<file path="config.mk">
export PLATFORM = sky130hd
export DESIGN_NAME = accel_sample_sequencer
export DESIGN_NICKNAME = d
export VERILOG_FILES = /design/src/rtl/fall_pkg.sv /design/src/rtl/tick_sync_edge.sv /design/src/rtl/accel_sample_sequencer.sv
export SDC_FILE = /design/constraint.sdc
export NUM_CORES = 1
export LEC_CHECK = 0
export ABC_CLOCK_PERIOD_IN_PS = 2700
export BUFFER_PORTS_ARGS = -buffer_cell sky130_fd_sc_hd__buf_2
export CORE_MARGIN = 1.5
export CORE_UTILIZATION = 50
export CTS_CLUSTER_DIAMETER = 150
export DETAILED_ROUTE_END_ITERATION = 6
export GPL_TIMING_DRIVEN = 0
export PLACE_DENSITY_LB_ADDON = 0.15
export SYNTH_ARGS = -nofsm -noshare
export SYNTH_HDL_FRONTEND = slang
export SYNTH_SLANG_ARGS = --single-unit
</file>
<file path="constraint.sdc">
create_clock -name clk -period 2.7 [get_ports clk]
set_input_delay 0.81 -clock clk [delete_from_list [all_inputs] [get_ports clk]]
set_output_delay 0.81 -clock clk [all_outputs]
set_load 0.02 [all_outputs]
</file>
<file path="src/rtl/fall_pkg.sv">
// ==== fall_pkg : shared types and constants for the fall-detection front end (rev 1.0) ====
`default_nettype none

package fall_pkg;

  localparam int FALL_DATA_W = 16;

  localparam logic [1:0] AXIS_X = 2'd0;
  localparam logic [1:0] AXIS_Y = 2'd1;
  localparam logic [1:0] AXIS_Z = 2'd2;

  typedef enum logic [1:0] {
    ST_IDLE = 2'd0,
    ST_REQ  = 2'd1,
    ST_GAP  = 2'd2,
    ST_DONE = 2'd3
  } seq_state_t;

endpackage

`default_nettype wire

</file>
<file path="src/rtl/tick_sync_edge.sv">
// ==== tick_sync_edge : synchroniser, armed qualifier and registered rising-edge pulse (rev 1.0) ====
`default_nettype none

module tick_sync_edge
  import fall_pkg::*;
#(
  parameter int SYNC_STAGES = 2
) (
  input  logic clk,
  input  logic reset,
  input  logic async_in,
  output logic rise
);

  logic [SYNC_STAGES-1:0] sync_q, sync_d;
  logic [SYNC_STAGES-1:0] fill_q, fill_d;
  logic                   prev_q, prev_d;
  logic                   armed_q, armed_d;
  logic                   rise_q, rise_d;
  logic                   tick_s;

  assign tick_s = sync_q[SYNC_STAGES-1];

  // fill_q marks when tick_s carries a real post-reset sample, so the
  // reset-cleared chain cannot arm the detector on its own.
  always_comb begin
    sync_d  = {sync_q[SYNC_STAGES-2:0], async_in};
    fill_d  = {fill_q[SYNC_STAGES-2:0], 1'b1};
    prev_d  = tick_s;
    armed_d = armed_q | (fill_q[SYNC_STAGES-1] & ~tick_s);
    rise_d  = armed_q & tick_s & ~prev_q;
  end

  always_ff @(posedge clk) begin
    if (reset) begin
      sync_q  <= '0;
      fill_q  <= '0;
      prev_q  <= 1'b0;
      armed_q <= 1'b0;
      rise_q  <= 1'b0;
    end else begin
      sync_q  <= sync_d;
      fill_q  <= fill_d;
      prev_q  <= prev_d;
      armed_q <= armed_d;
      rise_q  <= rise_d;
    end
  end

  assign rise = rise_q;

endmodule

`default_nettype wire

</file>
<file path="src/rtl/accel_sample_sequencer.sv">
// ==== accel_sample_sequencer : tick-driven X/Y/Z read sequencer with overrun/timeout flags (rev 1.0) ====
`default_nettype none

module accel_sample_sequencer
  import fall_pkg::*;
#(
  parameter int DATA_W      = FALL_DATA_W,
  parameter int SYNC_STAGES = 2,
  parameter int TIMEOUT     = 255,
  parameter int TO_W        = 8,
  parameter int CNT_W       = 16
) (
  input  logic              clk,
  input  logic              reset,
  input  logic              tick_clk,
  input  logic              enable,
  output logic              rd_req,
  output logic [1:0]        rd_axis,
  input  logic              rd_ack,
  input  logic [DATA_W-1:0] rd_data,
  output logic [DATA_W-1:0] x_out,
  output logic [DATA_W-1:0] y_out,
  output logic [DATA_W-1:0] z_out,
  output logic              sample_valid,
  output logic              overrun,
  output logic              timeout_err,
  output logic [CNT_W-1:0]  sample_count
);

  localparam logic [TO_W-1:0] TO_LAST = TO_W'(TIMEOUT - 1);

  logic tick_rise;
  logic start;

  tick_sync_edge #(
    .SYNC_STAGES(SYNC_STAGES)
  ) u_tick_sync_edge (
    .clk     (clk),
    .reset   (reset),
    .async_in(tick_clk),
    .rise    (tick_rise)
  );

  seq_state_t        state_q, state_d;
  logic [1:0]        axis_q, axis_d;
  logic [TO_W-1:0]   to_cnt_q, to_cnt_d;
  logic [DATA_W-1:0] shx_q, shx_d, shy_q, shy_d, shz_q, shz_d;
  logic [DATA_W-1:0] x_q, x_d, y_q, y_d, z_q, z_d;
  logic              valid_q, valid_d;
  logic              overrun_q, overrun_d;
  logic              timeout_q, timeout_d;
  logic [CNT_W-1:0]  count_q, count_d;

  assign start = tick_rise & enable;

  always_comb begin
    state_d   = state_q;
    axis_d    = axis_q;
    to_cnt_d  = to_cnt_q;
    shx_d     = shx_q;
    shy_d     = shy_q;
    shz_d     = shz_q;
    x_d       = x_q;
    y_d       = y_q;
    z_d       = z_q;
    count_d   = count_q;
    valid_d   = 1'b0;
    timeout_d = 1'b0;
    overrun_d = start & (state_q != ST_IDLE);

    case (state_q)
      ST_IDLE: begin
        if (start) begin
          axis_d   = AXIS_X;
          to_cnt_d = '0;
          state_d  = ST_REQ;
        end
      end
      ST_REQ: begin
        // An ack in the final allowed cycle still counts as a good read.
        if (rd_ack) begin
          case (axis_q)
            AXIS_X:  shx_d = rd_data;
            AXIS_Y:  shy_d = rd_data;
            default: shz_d = rd_data;
          endcase
          if (axis_q == AXIS_Z) begin
            state_d = ST_DONE;
          end else begin
            axis_d  = axis_q + 2'd1;
            state_d = ST_GAP;
          end
        end else if (to_cnt_q == TO_LAST) begin
          timeout_d = 1'b1;
          state_d   = ST_IDLE;
        end else begin
          to_cnt_d = to_cnt_q + TO_W'(1);
        end
      end
      ST_GAP: begin
        to_cnt_d = '0;
        state_d  = ST_REQ;
      end
      default: begin
        x_d     = shx_q;
        y_d     = shy_q;
        z_d     = shz_q;
        valid_d = 1'b1;
        count_d = count_q + CNT_W'(1);
        state_d = ST_IDLE;
      end
    endcase
  end

  always_ff @(posedge clk) begin
    if (reset) begin
      state_q   <= ST_IDLE;
      axis_q    <= AXIS_X;
      to_cnt_q  <= '0;
      shx_q     <= '0;
      shy_q     <= '0;
      shz_q     <= '0;
      x_q       <= '0;
      y_q       <= '0;
      z_q       <= '0;
      valid_q   <= 1'b0;
      overrun_q <= 1'b0;
      timeout_q <= 1'b0;
      count_q   <= '0;
    end else begin
      state_q   <= state_d;
      axis_q    <= axis_d;
      to_cnt_q  <= to_cnt_d;
      shx_q     <= shx_d;
      shy_q     <= shy_d;
      shz_q     <= shz_d;
      x_q       <= x_d;
      y_q       <= y_d;
      z_q       <= z_d;
      valid_q   <= valid_d;
      overrun_q <= overrun_d;
      timeout_q <= timeout_d;
      count_q   <= count_d;
    end
  end

  assign rd_req       = (state_q == ST_REQ);
  assign rd_axis      = axis_q;
  assign x_out        = x_q;
  assign y_out        = y_q;
  assign z_out        = z_q;
  assign sample_valid = valid_q;
  assign overrun      = overrun_q;
  assign timeout_err  = timeout_q;
  assign sample_count = count_q;

endmodule

`default_nettype wire

</file>
==> results of run 1 <==
per-layer routing:
| metal | share of wire [%] | routed length (µm) | track usage, % |
|---|---|---|---|
| met4 | 1.5 | 178 | 7.692 |
| met2 | 48 | 5674 | 39.53 |
| met1 | 45 | 5361 | 30.49 |
| met3 | 5.7 | 678 | 6.034 |
| met5 | 0 | 0 | 0 |
kinds of logic (layout without fill, tap and decap cells):
| logic type | count (synthesis) | in the layout | synth area share [%] |
|---|---|---|---|
| simple gates | 267 | 267 | 23.19 |
| mux | 18 | 18 | 3.659 |
| flops | 134 | 134 | 54.10 |
| xor+xnor | 11 | 11 | 1.943 |
| compound gates | 115 | 115 | 12.06 |
| fa+ha+maj | 6 | 6 | 1.514 |
| buf+inv | 45 | 165 | 3.533 |
power by group through the flow:
| stage | combinational (W) | clock (W) | sequential, W |
|---|---|---|---|
| CTS | 0.0000846 | 0.00203 | 0.00199 |
| global placement | 0.0000839 | 0 | 0.00203 |
| floorplan | 0.0000391 | 0 | 0.00203 |
| finish | 0.0000852 | 0.00200 | 0.00199 |
| global route | 0.0000925 | 0.00211 | 0.00199 |
| detailed placement | 0.0000842 | 0 | 0.00203 |
layout make-up:
class                           instances  area [µm²]  share of cell area (%)
Sequential cell                       134        2683                   44.13
Inverter                                9       33.78                  0.5558
Clock buffer                           26       457.9                   7.534
Tap cell                              133       166.4                   2.738
Timing Repair Buffer                   89       445.4                   7.328
Buffer                                 36       141.4                   2.326
Clock inverter                          5       50.05                  0.8234
Multi-Input combinational cell        417        2101                   34.56
sequential cells by signal (all words and copies together) (netlist names):
| name | flops |
|---|---|
| u_tick_sync_edge.armed_q | 1 |
| u_tick_sync_edge.fill_q | 2 |
| u_tick_sync_edge.rise | 1 |
| shz_q | 16 |
| timeout_err | 1 |
| overrun | 1 |
| x_out | 16 |
| sample_count | 16 |
| to_cnt_q | 8 |
| state_q | 2 |
| sample_valid | 1 |
| u_tick_sync_edge.prev_q | 1 |
| z_out | 16 |
| u_tick_sync_edge.sync_q | 2 |
| y_out | 16 |
| rd_axis | 2 |
| shx_q | 16 |
| shy_q | 16 |
stage by stage:
stage                     util (%)  instance area (µm²)  instances  hold WS [ns]  total power (W)
after floorplan                  -                 4959        596        0.3736         0.002067
after global placement       57.52                 5570        818        0.3876         0.002112
after detailed placement     57.52                 5570        818        0.3881         0.002113
after CTS                    62.76                 6078        849        0.3941         0.004096
after global routing         62.76                 6078        849        0.3984         0.004186
final                        62.76                 6078        849        0.4093         0.004074
worst paths after layout:
check	from	to	cells past startpoint
worst min register to register	u_tick_sync_edge.prev_q$_SDFF_PP0_	u_tick_sync_edge.rise$_SDFF_PP0_	1
worst max-delay path	state_q[0]$_SDFFE_PP0P_	rd_req	3
worst max register to register	to_cnt_q[0]$_SDFFE_PP0P_	to_cnt_q[4]$_SDFFE_PP0P_	7
worst min-delay path	u_tick_sync_edge.prev_q$_SDFF_PP0_	u_tick_sync_edge.rise$_SDFF_PP0_	1
critical path, stage by stage, from the launching register on:
cell                       delay, ns
sky130_fd_sc_hd__dfxtp_1        0.38
sky130_fd_sc_hd__nand2b_1       0.18
sky130_fd_sc_hd__inv_2          0.19
sky130_fd_sc_hd__buf_2          0.19
placed cells by master (no fill, tap or decap), types with 6 or more instances in the layout:
cell type,synthesis,layout
sky130_fd_sc_hd__nand2_1,176,176
sky130_fd_sc_hd__dfxtp_1,134,134
sky130_fd_sc_hd__a21oi_1,96,96
sky130_fd_sc_hd__buf_2,2,91
sky130_fd_sc_hd__clkbuf_1,30,38
sky130_fd_sc_hd__nor2_1,37,37
sky130_fd_sc_hd__mux2i_1,17,17
sky130_fd_sc_hd__clkbuf_16,0,16
sky130_fd_sc_hd__nand3_1,10,10
sky130_fd_sc_hd__xnor2_1,9,9
sky130_fd_sc_hd__inv_1,8,8
sky130_fd_sc_hd__o21ai_0,8,8
sky130_fd_sc_hd__nand4_1,6,6
sky130_fd_sc_hd__ha_1,6,6
==> flow_summary.html, run 1 <==
<table>
<tr><th>Metric</th><th>Value</th></tr>
<tr><th colspan="2">Cells and area</th></tr>
<tr><td>Share of layout cells above drive strength 1</td><td>16.76%</td></tr>
<tr><td>Layout overhead on the synthesized area</td><td>22.58%</td></tr>
<tr><td>Antenna cells</td><td>0</td></tr>
<tr><td>Filler instances</td><td>just under 900</td></tr>
<tr><td>Final layout net count</td><td>731</td></tr>
<tr><th colspan="2">Synth</th></tr>
<tr><td>Async set-reset flop share out of synthesis</td><td>0%</td></tr>
<tr><td>FF+latch count, synth</td><td>~130</td></tr>
<tr><td>Cell type with the highest aggregate area in the netlist</td><td>sky130_fd_sc_hd__dfxtp_1</td></tr>
<tr><td>Synthesized Nets</td><td>623</td></tr>
<tr><td>Post-synthesis sequential area ratio</td><td>~54%</td></tr>
<tr><td>Post-synth design cell area</td><td>~5000 µm²</td></tr>
<tr><td>Mean post-synth cell area</td><td>a little over 8 µm²</td></tr>
<tr><td>EDFF count, synth</td><td>0</td></tr>
<tr><td>Library cells used by synthesis</td><td>38</td></tr>
<tr><td>Top cell type's share of synthesized area</td><td>between 50% and 60%</td></tr>
<tr><td>Leading post-synthesis cells by cell area</td><td>sky130_fd_sc_hd__dfxtp_1, sky130_fd_sc_hd__nand2_1, sky130_fd_sc_hd__a21oi_1</td></tr>
<tr><td>Predominant post-synthesis flop cell</td><td>sky130_fd_sc_hd__dfxtp_1</td></tr>
<tr><td>List of most frequent post-synthesis cells</td><td>sky130_fd_sc_hd__nand2_1, sky130_fd_sc_hd__dfxtp_1, sky130_fd_sc_hd__a21oi_1</td></tr>
<tr><td>Syn Inst Count</td><td>approximately 600</td></tr>
<tr><td>Most numerous cell in the Yosys netlist</td><td>sky130_fd_sc_hd__nand2_1</td></tr>
<tr><td>Ys Warns</td><td>0</td></tr>
<tr><th colspan="2">Clock network</th></tr>
<tr><td>TritonCTS clock tree</td><td>built</td></tr>
<tr><td>Total clock buffers created by CTS</td><td>17</td></tr>
<tr><td>Max Buffers Root-to-Sink</td><td>2</td></tr>
<tr><td>Clock-pin slew on the worst setup and hold paths</td><td>roughly 0.05 ns</td></tr>
<tr><td>Hold buffers post-CTS</td><td>0</td></tr>
<tr><td>Insertion delay to the later sink of the worst-skew pair</td><td>between 0.5 and 0.6 ns</td></tr>
<tr><td>Post-CTS Setup Inserts</td><td>0</td></tr>
<tr><td>Number of sinks on the clock net</td><td>around 130</td></tr>
<tr><td>Cell at the root of the clock tree</td><td>sky130_fd_sc_hd__clkbuf_8</td></tr>
<tr><td>Number of instances resized during post-cts repair</td><td>0</td></tr>
<tr><td>Number of H-tree levels</td><td>4</td></tr>
<tr><th colspan="2">Timing</th></tr>
<tr><td>Worst-case headroom to the max-slew limit</td><td>53.11%</td></tr>
<tr><td>RSZ-0062 raised after global routing</td><td>false</td></tr>
<tr><td>Worst path setup slack after routing</td><td>~0.42 ns</td></tr>
<tr><td>Clock period minus worst slack</td><td>2.284 ns</td></tr>
<tr><td>Fmax</td><td>roughly 440 MHz</td></tr>
<tr><td>Pin slew with the least headroom to its limit</td><td>0.7034 ns</td></tr>
<tr><td>Post-route clock skew</td><td>roughly 0.010 ns</td></tr>
<tr><td>Final cycle utilization of the critical path</td><td>a little over four fifths</td></tr>
<tr><td>Final-report setup violation count</td><td>0</td></tr>
<tr><td>Final TNS setup</td><td>0 ns</td></tr>
<tr><td>Max-slew violation count</td><td>0</td></tr>
<tr><td>Final Hold Violating Endpoints</td><td>0</td></tr>
<tr><th colspan="2">Placed design</th></tr>
<tr><td>Routability-driven placement congestion ratio</td><td>0.8122</td></tr>
<tr><td>Number of I/O port buffers</td><td>between 80 and 90</td></tr>
<tr><td>Half-perimeter wire length after placement</td><td>8483 µm</td></tr>
<tr><td>Setup Slack @ Placement</td><td>0.2952 ns</td></tr>
<tr><th colspan="2">Power and ir drop</th></tr>
<tr><td>Gate power share</td><td>2.1%</td></tr>
<tr><td>Leak Pwr</td><td>2.447 nW</td></tr>
<tr><td>Flop pwr share</td><td>approximately 49%</td></tr>
<tr><td>Clock share of power</td><td>49.1%</td></tr>
<tr><td>Share of total power consumed by net switching</td><td>~20%</td></tr>
<tr><td>Switching power summed over all nets</td><td>0.0008357 W</td></tr>
<tr><td>Maximum ir drop on the vdd rail</td><td>around 0.42 mV</td></tr>
<tr><td>Total power divided by cell area</td><td>670.2 nW/µm²</td></tr>
<tr><td>Internal power contribution</td><td>roughly 0.0032 W</td></tr>
<tr><th colspan="2">Global route</th></tr>
<tr><td>Number of global-route vias before repair</td><td>around 4,000</td></tr>
<tr><td>Wire length of the first global-routing pass</td><td>~19,000 µm</td></tr>
<tr><td>Total global-route track usage</td><td>23.80%</td></tr>
<tr><td>Final global-route overflow total</td><td>0</td></tr>
<tr><td>Largest net degree at the start of global routing</td><td>17</td></tr>
<tr><td>Antenna violations before repair</td><td>0</td></tr>
<tr><th colspan="2">Routing</th></tr>
<tr><td>Via density per instance</td><td>between 5 and 6</td></tr>
<tr><td>Number of violations reported at the end of detailed-routing iteration 0</td><td>around 160</td></tr>
<tr><td>Routed wire length</td><td>11,890 µm</td></tr>
<tr><td>DR WL/cell</td><td>roughly 14 µm</td></tr>
<tr><td>Via count</td><td>4,395</td></tr>
<tr><td>TritonRoute pass-1 iters</td><td>5</td></tr>
<tr><td>Antenna-violating nets left</td><td>0</td></tr>
<tr><td>Number of remaining DRC errors</td><td>0</td></tr>
<tr><th colspan="2">Floorplan</th></tr>
<tr><td>Overall die area</td><td>~11,000 µm²</td></tr>
<tr><td>Starting density of the core</td><td>51.20%</td></tr>
<tr><td>Number of placement rows</td><td>36</td></tr>
<tr><td>Die outline width</td><td>102.6 µm</td></tr>
<tr><td>Core region area</td><td>around 9700 µm²</td></tr>
<tr><td>Number of primary I/O pins</td><td>just over 90</td></tr>
<tr><td>Vert. Die Dim</td><td>102.6 µm</td></tr>
<tr><th colspan="2">Worst setup path</th></tr>
<tr><td>Arrival time at the worst endpoint</td><td>1.47 ns</td></tr>
<tr><td>Critical path fanouts, max</td><td>10</td></tr>
<tr><td>Critical path class</td><td>flip-flop to output port</td></tr>
<tr><td>Crit path launch type</td><td>flip-flop</td></tr>
<tr><td>Data required time of the worst path</td><td>1.89 ns</td></tr>
<tr><td>Endpoint kind of the worst setup timing path</td><td>output port</td></tr>
<tr><td>Register-to-register setup slack</td><td>0.72 ns</td></tr>
<tr><th colspan="2">Status</th></tr>
<tr><td>Status</td><td>finished clean</td></tr>
<tr><th colspan="2">Worst hold path</th></tr>
<tr><td>Hold/Removal Path Class</td><td>flip-flop to flip-flop</td></tr>
<tr><th colspan="2">Run</th></tr>
<tr><td>Max Cap Violations</td><td>0</td></tr>
</table>
No activity file was read; power rests on OpenSTA's default activity.
==> inputs of run 2 (changes only) <==
ABC_CLOCK_PERIOD_IN_PS = 1950   (was 2700)
CORE_UTILIZATION = 49   (was 50)
clock period = 1.95 ns   (was 2.7 ns; I/O delays follow)
==> run 2 against run 1 <==
Effect of this change: sequential share of layout area shrank 0.70 points; critical path depth grew 4; clock-buffer cell count is the same; final cell count is the same; hold slack lost 0.14 ns; die area grew 2.0%; clock power grew 49%.
==> flow_summary.html, run 2 (same netlist as run 1, synthesis figures left out) <==
<table>
<tr><th>Metric</th><th>Value</th></tr>
<tr><th colspan="2">Worst hold path</th></tr>
<tr><td>Hold/Removal Path Class</td><td>primary input to flip-flop</td></tr>
<tr><td>Hold path cells</td><td>2</td></tr>
<tr><th colspan="2">Timing</th></tr>
<tr><td>Final Hold Violating Endpoints</td><td>0</td></tr>
<tr><td>Worst-case headroom to the max-slew limit</td><td>about half</td></tr>
<tr><td>Max-slew violation count</td><td>0</td></tr>
<tr><td>Fmax</td><td>537.6 MHz</td></tr>
<tr><td>Final cycle utilization of the critical path</td><td>a little over nine tenths</td></tr>
<tr><td>Post-route clock skew</td><td>0.007750 ns</td></tr>
<tr><td>Final-report setup violation count</td><td>0</td></tr>
<tr><td>Pin slew with the least headroom to its limit</td><td>~0.74 ns</td></tr>
<tr><td>RSZ-0062 raised after global routing</td><td>false</td></tr>
<tr><td>Final worst hold slack</td><td>around 0.27 ns</td></tr>
<tr><td>Final TNS setup</td><td>0 ns</td></tr>
<tr><td>Clock period minus worst slack</td><td>1.860 ns</td></tr>
<tr><td>Worst path setup slack after routing</td><td>0.08989 ns</td></tr>
<tr><th colspan="2">Global route</th></tr>
<tr><td>Number of global-route vias before repair</td><td>a little over 4,000</td></tr>
<tr><td>Antenna violations before repair</td><td>0</td></tr>
<tr><td>Total global-route track usage</td><td>23.27%</td></tr>
<tr><td>Wire length of the first global-routing pass</td><td>~20,000 µm</td></tr>
<tr><td>Final global-route overflow total</td><td>0</td></tr>
<tr><td>Largest net degree at the start of global routing</td><td>17</td></tr>
<tr><th colspan="2">Clock network</th></tr>
<tr><td>Total clock buffers created by CTS</td><td>17</td></tr>
<tr><td>Max Buffers Root-to-Sink</td><td>2</td></tr>
<tr><td>Hold buffers post-CTS</td><td>0</td></tr>
<tr><td>Number of H-tree levels</td><td>4</td></tr>
<tr><td>Insertion delay to the later sink of the worst-skew pair</td><td>approximately 0.52 ns</td></tr>
<tr><td>Cell at the root of the clock tree</td><td>sky130_fd_sc_hd__clkbuf_8</td></tr>
<tr><td>Number of sinks on the clock net</td><td>approximately 130</td></tr>
<tr><td>Clock-pin slew on the worst setup and hold paths</td><td>0.06 ns</td></tr>
<tr><td>TritonCTS clock tree</td><td>built</td></tr>
<tr><th colspan="2">Placed design</th></tr>
<tr><td>Setup Slack @ Placement</td><td>-0.2421 ns</td></tr>
<tr><td>Number of I/O port buffers</td><td>89</td></tr>
<tr><td>Routability-driven placement congestion ratio</td><td>roughly 0.8</td></tr>
<tr><td>Placed cell count</td><td>about 820</td></tr>
<tr><td>Half-perimeter wire length after placement</td><td>8622 µm</td></tr>
<tr><th colspan="2">Worst setup path</th></tr>
<tr><td>Setup crit end</td><td>to_cnt_q[4]$_SDFFE_PP0P_</td></tr>
<tr><td>Launch point of the critical path</td><td>to_cnt_q[0]$_SDFFE_PP0P_</td></tr>
<tr><td>Register-to-register setup slack</td><td>~0.09 ns</td></tr>
<tr><td>Logic depth of the worst register-to-register path</td><td>7</td></tr>
<tr><td>Start of the worst register-to-register path</td><td>to_cnt_q[0]$_SDFFE_PP0P_</td></tr>
<tr><td>Critical path fanouts, max</td><td>10</td></tr>
<tr><td>R2R Path End</td><td>to_cnt_q[4]$_SDFFE_PP0P_</td></tr>
<tr><td>Arrival time at the worst endpoint</td><td>roughly 2.3 ns</td></tr>
<tr><td>Crit path launch type</td><td>flip-flop</td></tr>
<tr><td>Endpoint kind of the worst setup timing path</td><td>flip-flop</td></tr>
<tr><td>Critical path class</td><td>flip-flop to flip-flop</td></tr>
<tr><td>Data required time of the worst path</td><td>roughly 2.4 ns</td></tr>
<tr><th colspan="2">Cells and area</th></tr>
<tr><td>Total area of sequential cells</td><td>2689 µm²</td></tr>
<tr><td>Most common library cell in the layout ignoring fill and taps</td><td>sky130_fd_sc_hd__nand2_1</td></tr>
<tr><td>Area occupied by multi-input gates</td><td>2113 µm²</td></tr>
<tr><td>Number of cells in the finished layout apart from fillers</td><td>~850</td></tr>
<tr><td>Filler instances</td><td>about 870</td></tr>
<tr><td>Final layout net count</td><td>about 730</td></tr>
<tr><td>Antenna cells</td><td>0</td></tr>
<tr><td>Share of layout cells above drive strength 1</td><td>about 20%</td></tr>
<tr><td>Utilization after layout</td><td>63.34%</td></tr>
<tr><td>Commonest cells after routing, fill and taps aside</td><td>sky130_fd_sc_hd__nand2_1, sky130_fd_sc_hd__dfxtp_1, sky130_fd_sc_hd__a21oi_1</td></tr>
<tr><td>Layout overhead on the synthesized area</td><td>24.85%</td></tr>
<tr><th colspan="2">Routing</th></tr>
<tr><td>Number of violations reported at the end of detailed-routing iteration 0</td><td>between 150 and 200</td></tr>
<tr><td>Antenna-violating nets left</td><td>0</td></tr>
<tr><td>Routed wire length</td><td>12,120 µm</td></tr>
<tr><td>Via count</td><td>roughly 4,400</td></tr>
<tr><td>TritonRoute pass-1 iters</td><td>5</td></tr>
<tr><td>Number of remaining DRC errors</td><td>0</td></tr>
<tr><td>DR WL/cell</td><td>between 10 and 15 µm</td></tr>
<tr><td>Via density per instance</td><td>roughly 5.2</td></tr>
<tr><th colspan="2">Run</th></tr>
<tr><td>Max Cap Violations</td><td>0</td></tr>
<tr><th colspan="2">Floorplan</th></tr>
<tr><td>Vert. Die Dim</td><td>between 100 and 150 µm</td></tr>
<tr><td>Die outline width</td><td>slightly above 100 µm</td></tr>
<tr><td>Core region area</td><td>around 9800 µm²</td></tr>
<tr><td>Starting density of the core</td><td>approximately half</td></tr>
<tr><td>Number of placement rows</td><td>36</td></tr>
<tr><td>Number of primary I/O pins</td><td>between 90 and 100</td></tr>
<tr><td>Overall die area</td><td>roughly 11,000 µm²</td></tr>
<tr><th colspan="2">Status</th></tr>
<tr><td>Status</td><td>finished clean</td></tr>
<tr><th colspan="2">Power and ir drop</th></tr>
<tr><td>Maximum ir drop on the vdd rail</td><td>just over 0.5 mV</td></tr>
<tr><td>Total power divided by cell area</td><td>roughly 950 nW/µm²</td></tr>
<tr><td>Leak Pwr</td><td>2.527 nW</td></tr>
</table>
## run 2: cell types whose count changed in the layout (fill, tap and decap cells not counted), moves of 2 or more
cell / before / now
sky130_fd_sc_hd__clkbuf_1: 38 / 23
sky130_fd_sc_hd__clkbuf_2: 0 / 7
sky130_fd_sc_hd__clkbuf_8: 2 / 8
sky130_fd_sc_hd__dfxtp_1: 134 / 131
sky130_fd_sc_hd__buf_4: 1 / 3
sky130_fd_sc_hd__clkinv_2: 4 / 2
sky130_fd_sc_hd__dfxtp_2: 0 / 2
## run 2: area by class of cell
type                       count  share of cell area (%)
buffer                        35                   2.425
inverter                       9                  0.5457
multi-input combinational    417                   34.14
timing repair buffer          92                   7.761
clock inverter                 3                  0.6467
sequential                   134                   43.43
clock buffer                  26                   8.367
tap                          133                   2.688
## run 2: metal layers
layer	wire, µm	vias to the layer above	track usage [%]
met2	5623	123	37.48
li1	-	2215	-
met4	171	0	7.837
met5	0	-	0
met3	712	16	5.412
met1	5612	2053	30.89
## run 2: worst min path at each step
stage,start,end,slack [ns]
6_report,tick_clk,u_tick_sync_edge.sync_q[0]$_SDFF_PP0_,0.27
3_5_place_dp,u_tick_sync_edge.prev_q$_SDFF_PP0_,u_tick_sync_edge.rise$_SDFF_PP0_,0.39
3_3_place_gp,u_tick_sync_edge.prev_q$_SDFF_PP0_,u_tick_sync_edge.rise$_SDFF_PP0_,0.39
5_1_grt,tick_clk,u_tick_sync_edge.sync_q[0]$_SDFF_PP0_,0.27
2_1_floorplan,u_tick_sync_edge.prev_q$_SDFF_PP0_,u_tick_sync_edge.rise$_SDFF_PP0_,0.37
4_1_cts,tick_clk,u_tick_sync_edge.sync_q[0]$_SDFF_PP0_,0.26
## run 2: critical path: stages (launching register included)
cell                      delay (ns)
sky130_fd_sc_hd__dfxtp_4        0.37
sky130_fd_sc_hd__inv_1          0.05
sky130_fd_sc_hd__ha_1           0.19
sky130_fd_sc_hd__and3_1         0.19
sky130_fd_sc_hd__and3_1         0.19
sky130_fd_sc_hd__buf_2          0.17
sky130_fd_sc_hd__or4_1          0.47
sky130_fd_sc_hd__a21oi_1        0.16
## run 2: through the flow
step	area [µm²]	power [W]
6_report	6191	0.005855
5_1_grt	6191	0.006012
4_1_cts	6177	0.005874
3_5_place_dp	5570	0.002927
3_3_place_gp	5570	0.002925
2_1_floorplan	4959	0.002862
## run 2: repair_timing
action,in CTS,in global routing
gates resized for setup,3,21
endpoints found under the hold margin,0,0
endpoints found under the setup margin,4,70
buffers inserted,3,0
cloned,0,0
## run 2: power breakdown
part	leakage, nW	switching [W]	internal [W]
Sequential	1.08	0.00000338	0.00275
Clock	0.279	0.00108	0.00190
Combinational	1.17	0.0000903	0.0000311
==> inputs of run 3 (changes only) <==
BUFFER_PORTS_ARGS = unset   (was -buffer_cell sky130_fd_sc_hd__buf_2)
CORE_UTILIZATION = 50   (was 49)
CTS_BUF_LIST = sky130_fd_sc_hd__clkbuf_4 sky130_fd_sc_hd__clkbuf_8 sky130_fd_sc_hd__clkbuf_16   (was unset)
DONT_BUFFER_PORTS = 1   (was unset)
GPL_TIMING_DRIVEN = unset   (was 0)
==> run 3 against run 2 <==
Effect of this change: sequential power hardly changed; maximum frequency increased by 0.54%; routed wire length shrank 8.6%; utilization decreased by 3.6 points; highest routed layer unchanged.
==> flow_summary.html, run 3 (same netlist as run 1, synthesis figures left out) <==
<table>
<tr><th>Metric</th><th>Value</th></tr>
<tr><th colspan="2">Worst setup path</th></tr>
<tr><td>Arrival time at the worst endpoint</td><td>between 1 and 1.5 ns</td></tr>
<tr><td>Critical path class</td><td>flip-flop to output port</td></tr>
<tr><td>Endpoint kind of the worst setup timing path</td><td>output port</td></tr>
<tr><td>Setup crit end</td><td>rd_req</td></tr>
<tr><td>Logic depth of the worst register-to-register path</td><td>6</td></tr>
<tr><td>Start of the worst register-to-register path</td><td>to_cnt_q[0]$_SDFFE_PP0P_</td></tr>
<tr><td>Crit path launch type</td><td>flip-flop</td></tr>
<tr><td>Register-to-register setup slack</td><td>about 0.14 ns</td></tr>
<tr><td>Critical path fanouts, max</td><td>10</td></tr>
<tr><td>Data required time of the worst path</td><td>1.36 ns</td></tr>
<tr><td>Launch point of the critical path</td><td>state_q[1]$_SDFFE_PP0P_</td></tr>
<tr><td>R2R Path End</td><td>to_cnt_q[4]$_SDFFE_PP0P_</td></tr>
<tr><th colspan="2">Worst hold path</th></tr>
<tr><td>Hold/Removal Path Class</td><td>primary input to flip-flop</td></tr>
<tr><th colspan="2">Status</th></tr>
<tr><td>Status</td><td>finished clean</td></tr>
<tr><th colspan="2">Floorplan</th></tr>
<tr><td>Vert. Die Dim</td><td>102.6 µm</td></tr>
<tr><td>Number of placement rows</td><td>36</td></tr>
<tr><td>Core region area</td><td>slightly below 10,000 µm²</td></tr>
<tr><td>Die outline width</td><td>around 100 µm</td></tr>
<tr><td>Starting density of the core</td><td>51.20%</td></tr>
<tr><td>Overall die area</td><td>between 10,000 and 15,000 µm²</td></tr>
<tr><td>Number of primary I/O pins</td><td>91</td></tr>
<tr><th colspan="2">Timing</th></tr>
<tr><td>RSZ-0062 raised after global routing</td><td>false</td></tr>
<tr><td>Max-slew violation count</td><td>0</td></tr>
<tr><td>Fmax</td><td>540.5 MHz</td></tr>
<tr><td>Worst-case headroom to the max-slew limit</td><td>56.78%</td></tr>
<tr><td>Pin slew with the least headroom to its limit</td><td>between 0.6 and 0.7 ns</td></tr>
<tr><td>Final cycle utilization of the critical path</td><td>approximately 95%</td></tr>
<tr><td>Final Hold Violating Endpoints</td><td>0</td></tr>
<tr><td>Final TNS setup</td><td>0 ns</td></tr>
<tr><td>Worst path setup slack after routing</td><td>0.09995 ns</td></tr>
<tr><td>Final-report setup violation count</td><td>0</td></tr>
<tr><td>Clock period minus worst slack</td><td>approximately 1.9 ns</td></tr>
<tr><td>Post-route clock skew</td><td>between 0.01 and 0.015 ns</td></tr>
<tr><th colspan="2">Placed design</th></tr>
<tr><td>Routability-driven placement congestion ratio</td><td>about 0.79</td></tr>
<tr><td>Setup Slack @ Placement</td><td>0.09658 ns</td></tr>
<tr><td>Placed cell count</td><td>approximately 720</td></tr>
<tr><td>Number of I/O port buffers</td><td>0</td></tr>
<tr><td>Half-perimeter wire length after placement</td><td>approximately 7300 µm</td></tr>
<tr><th colspan="2">Cells and area</th></tr>
<tr><td>Layout overhead on the synthesized area</td><td>16.68%</td></tr>
<tr><td>Commonest cells after routing, fill and taps aside</td><td>sky130_fd_sc_hd__nand2_1, sky130_fd_sc_hd__dfxtp_1, sky130_fd_sc_hd__a21oi_1</td></tr>
<tr><td>Utilization after layout</td><td>between 50% and 60%</td></tr>
<tr><td>Antenna cells</td><td>0</td></tr>
<tr><td>Number of cells in the finished layout apart from fillers</td><td>~750</td></tr>
<tr><td>Filler instances</td><td>897</td></tr>
<tr><td>Most common library cell in the layout ignoring fill and taps</td><td>sky130_fd_sc_hd__nand2_1</td></tr>
<tr><td>Share of layout cells above drive strength 1</td><td>10.11%</td></tr>
<tr><td>Final layout net count</td><td>roughly 630</td></tr>
<tr><th colspan="2">Power and ir drop</th></tr>
<tr><td>Gate power share</td><td>less than 1%</td></tr>
<tr><td>Switching power summed over all nets</td><td>0.001195 W</td></tr>
<tr><td>Clock share of power</td><td>53.8%</td></tr>
<tr><td>Share of total power consumed by net switching</td><td>19.92%</td></tr>
<tr><td>Leak Pwr</td><td>between 2 and 2.5 nW</td></tr>
<tr><td>Flop pwr share</td><td>45.9%</td></tr>
<tr><td>Total power</td><td>roughly 0.0060 W</td></tr>
<tr><td>Maximum ir drop on the vdd rail</td><td>roughly 0.52 mV</td></tr>
<tr><td>Internal power contribution</td><td>a little under 0.005 W</td></tr>
<tr><td>Total power divided by cell area</td><td>between 1000 and 1500 nW/µm²</td></tr>
<tr><th colspan="2">Clock network</th></tr>
<tr><td>Cell at the root of the clock tree</td><td>sky130_fd_sc_hd__clkbuf_8</td></tr>
<tr><td>Total clock buffers created by CTS</td><td>17</td></tr>
<tr><td>Number of H-tree levels</td><td>4</td></tr>
<tr><td>Insertion delay to the later sink of the worst-skew pair</td><td>0.53 ns</td></tr>
<tr><td>Max Buffers Root-to-Sink</td><td>2</td></tr>
<tr><td>TritonCTS clock tree</td><td>built</td></tr>
<tr><td>Number of sinks on the clock net</td><td>about 130</td></tr>
<tr><td>Clock-pin slew on the worst setup and hold paths</td><td>roughly 0.06 ns</td></tr>
<tr><th colspan="2">Global route</th></tr>
<tr><td>Wire length of the first global-routing pass</td><td>around 18,000 µm</td></tr>
<tr><td>Total global-route track usage</td><td>~22%</td></tr>
<tr><td>Antenna violations before repair</td><td>0</td></tr>
<tr><td>Largest net degree at the start of global routing</td><td>127</td></tr>
<tr><td>Number of global-route vias before repair</td><td>3,674</td></tr>
<tr><td>Final global-route overflow total</td><td>0</td></tr>
<tr><th colspan="2">Run</th></tr>
<tr><td>Max Cap Violations</td><td>0</td></tr>
<tr><th colspan="2">Routing</th></tr>
<tr><td>DR WL/cell</td><td>around 15 µm</td></tr>
<tr><td>TritonRoute pass-1 iters</td><td>5</td></tr>
<tr><td>Number of remaining DRC errors</td><td>0</td></tr>
<tr><td>Via count</td><td>3,961</td></tr>
<tr><td>Routed wire length</td><td>11,080 µm</td></tr>
<tr><td>Antenna-violating nets left</td><td>0</td></tr>
<tr><td>Number of violations reported at the end of detailed-routing iteration 0</td><td>about 140</td></tr>
<tr><td>Via density per instance</td><td>between 5 and 6</td></tr>
</table>
-- run 3: repair_timing --
item / CTS / global route
hold endpoints to repair: 0 / 0
setup endpoints to repair: 1 / 4
buffers inserted: 0 / 0
gates resized for setup: 1 / 2
hold buffers: 0 / 0
-- run 3: power groups by stage --
stage          Clock (W)  Combinational, W  Sequential [W]
2_1_floorplan          0         0.0000541         0.00281
3_3_place_gp           0         0.0000218         0.00281
3_5_place_dp           0         0.0000224         0.00281
4_1_cts          0.00328         0.0000229         0.00275
5_1_grt          0.00340         0.0000256         0.00275
6_report         0.00322         0.0000227         0.00275
-- run 3: worst max-delay path, cell delays in order (launching register included) --
cell                       delay, ns
sky130_fd_sc_hd__dfxtp_1        0.43
sky130_fd_sc_hd__nand2b_1       0.21
sky130_fd_sc_hd__inv_4          0.10
-- run 3: worst min-delay path by stage --
stage / startpoint / end / slack [ns] / cells after the start
after global placement: u_tick_sync_edge.prev_q$_SDFF_PP0_ / u_tick_sync_edge.rise$_SDFF_PP0_ / 0.38 / 1
after global routing: reset / x_out[15]$_SDFFE_PP0P_ / 0.11 / 1
after CTS: reset / x_out[0]$_SDFFE_PP0P_ / 0.11 / 1
after detailed placement: u_tick_sync_edge.prev_q$_SDFF_PP0_ / u_tick_sync_edge.rise$_SDFF_PP0_ / 0.38 / 1
after floorplan: u_tick_sync_edge.prev_q$_SDFF_PP0_ / u_tick_sync_edge.rise$_SDFF_PP0_ / 0.37 / 1
final: reset / to_cnt_q[1]$_SDFFE_PP0P_ / 0.14 / 1
-- run 3: per-stage QoR --
step | hold WS [ns] | area (µm²)
5_1_grt | 0.1102 | 5786
2_1_floorplan | 0.3736 | 4959
3_3_place_gp | 0.3820 | 5177
6_report | 0.1406 | 5786
4_1_cts | 0.1107 | 5782
3_5_place_dp | 0.3844 | 5177
-- run 3: final cells by class --
type	count	area [µm²]	area share [%]
Clock buffer	21	456.7	7.894
Clock inverter	10	146.4	2.530
Inverter	9	36.28	0.6272
Multi-Input combinational cell	417	2105	36.38
Sequential cell	134	2685	46.41
Tap cell	133	166.4	2.876
Timing Repair Buffer	22	190.2	3.287
-- run 3: metal layers --
metal	GRT usage, %	vias up	wire length, µm
met4	9.378	0	227
met1	27.30	1864	4916
met5	0	-	0
met3	7.525	16	720
li1	-	1998	-
met2	35.81	83	5215
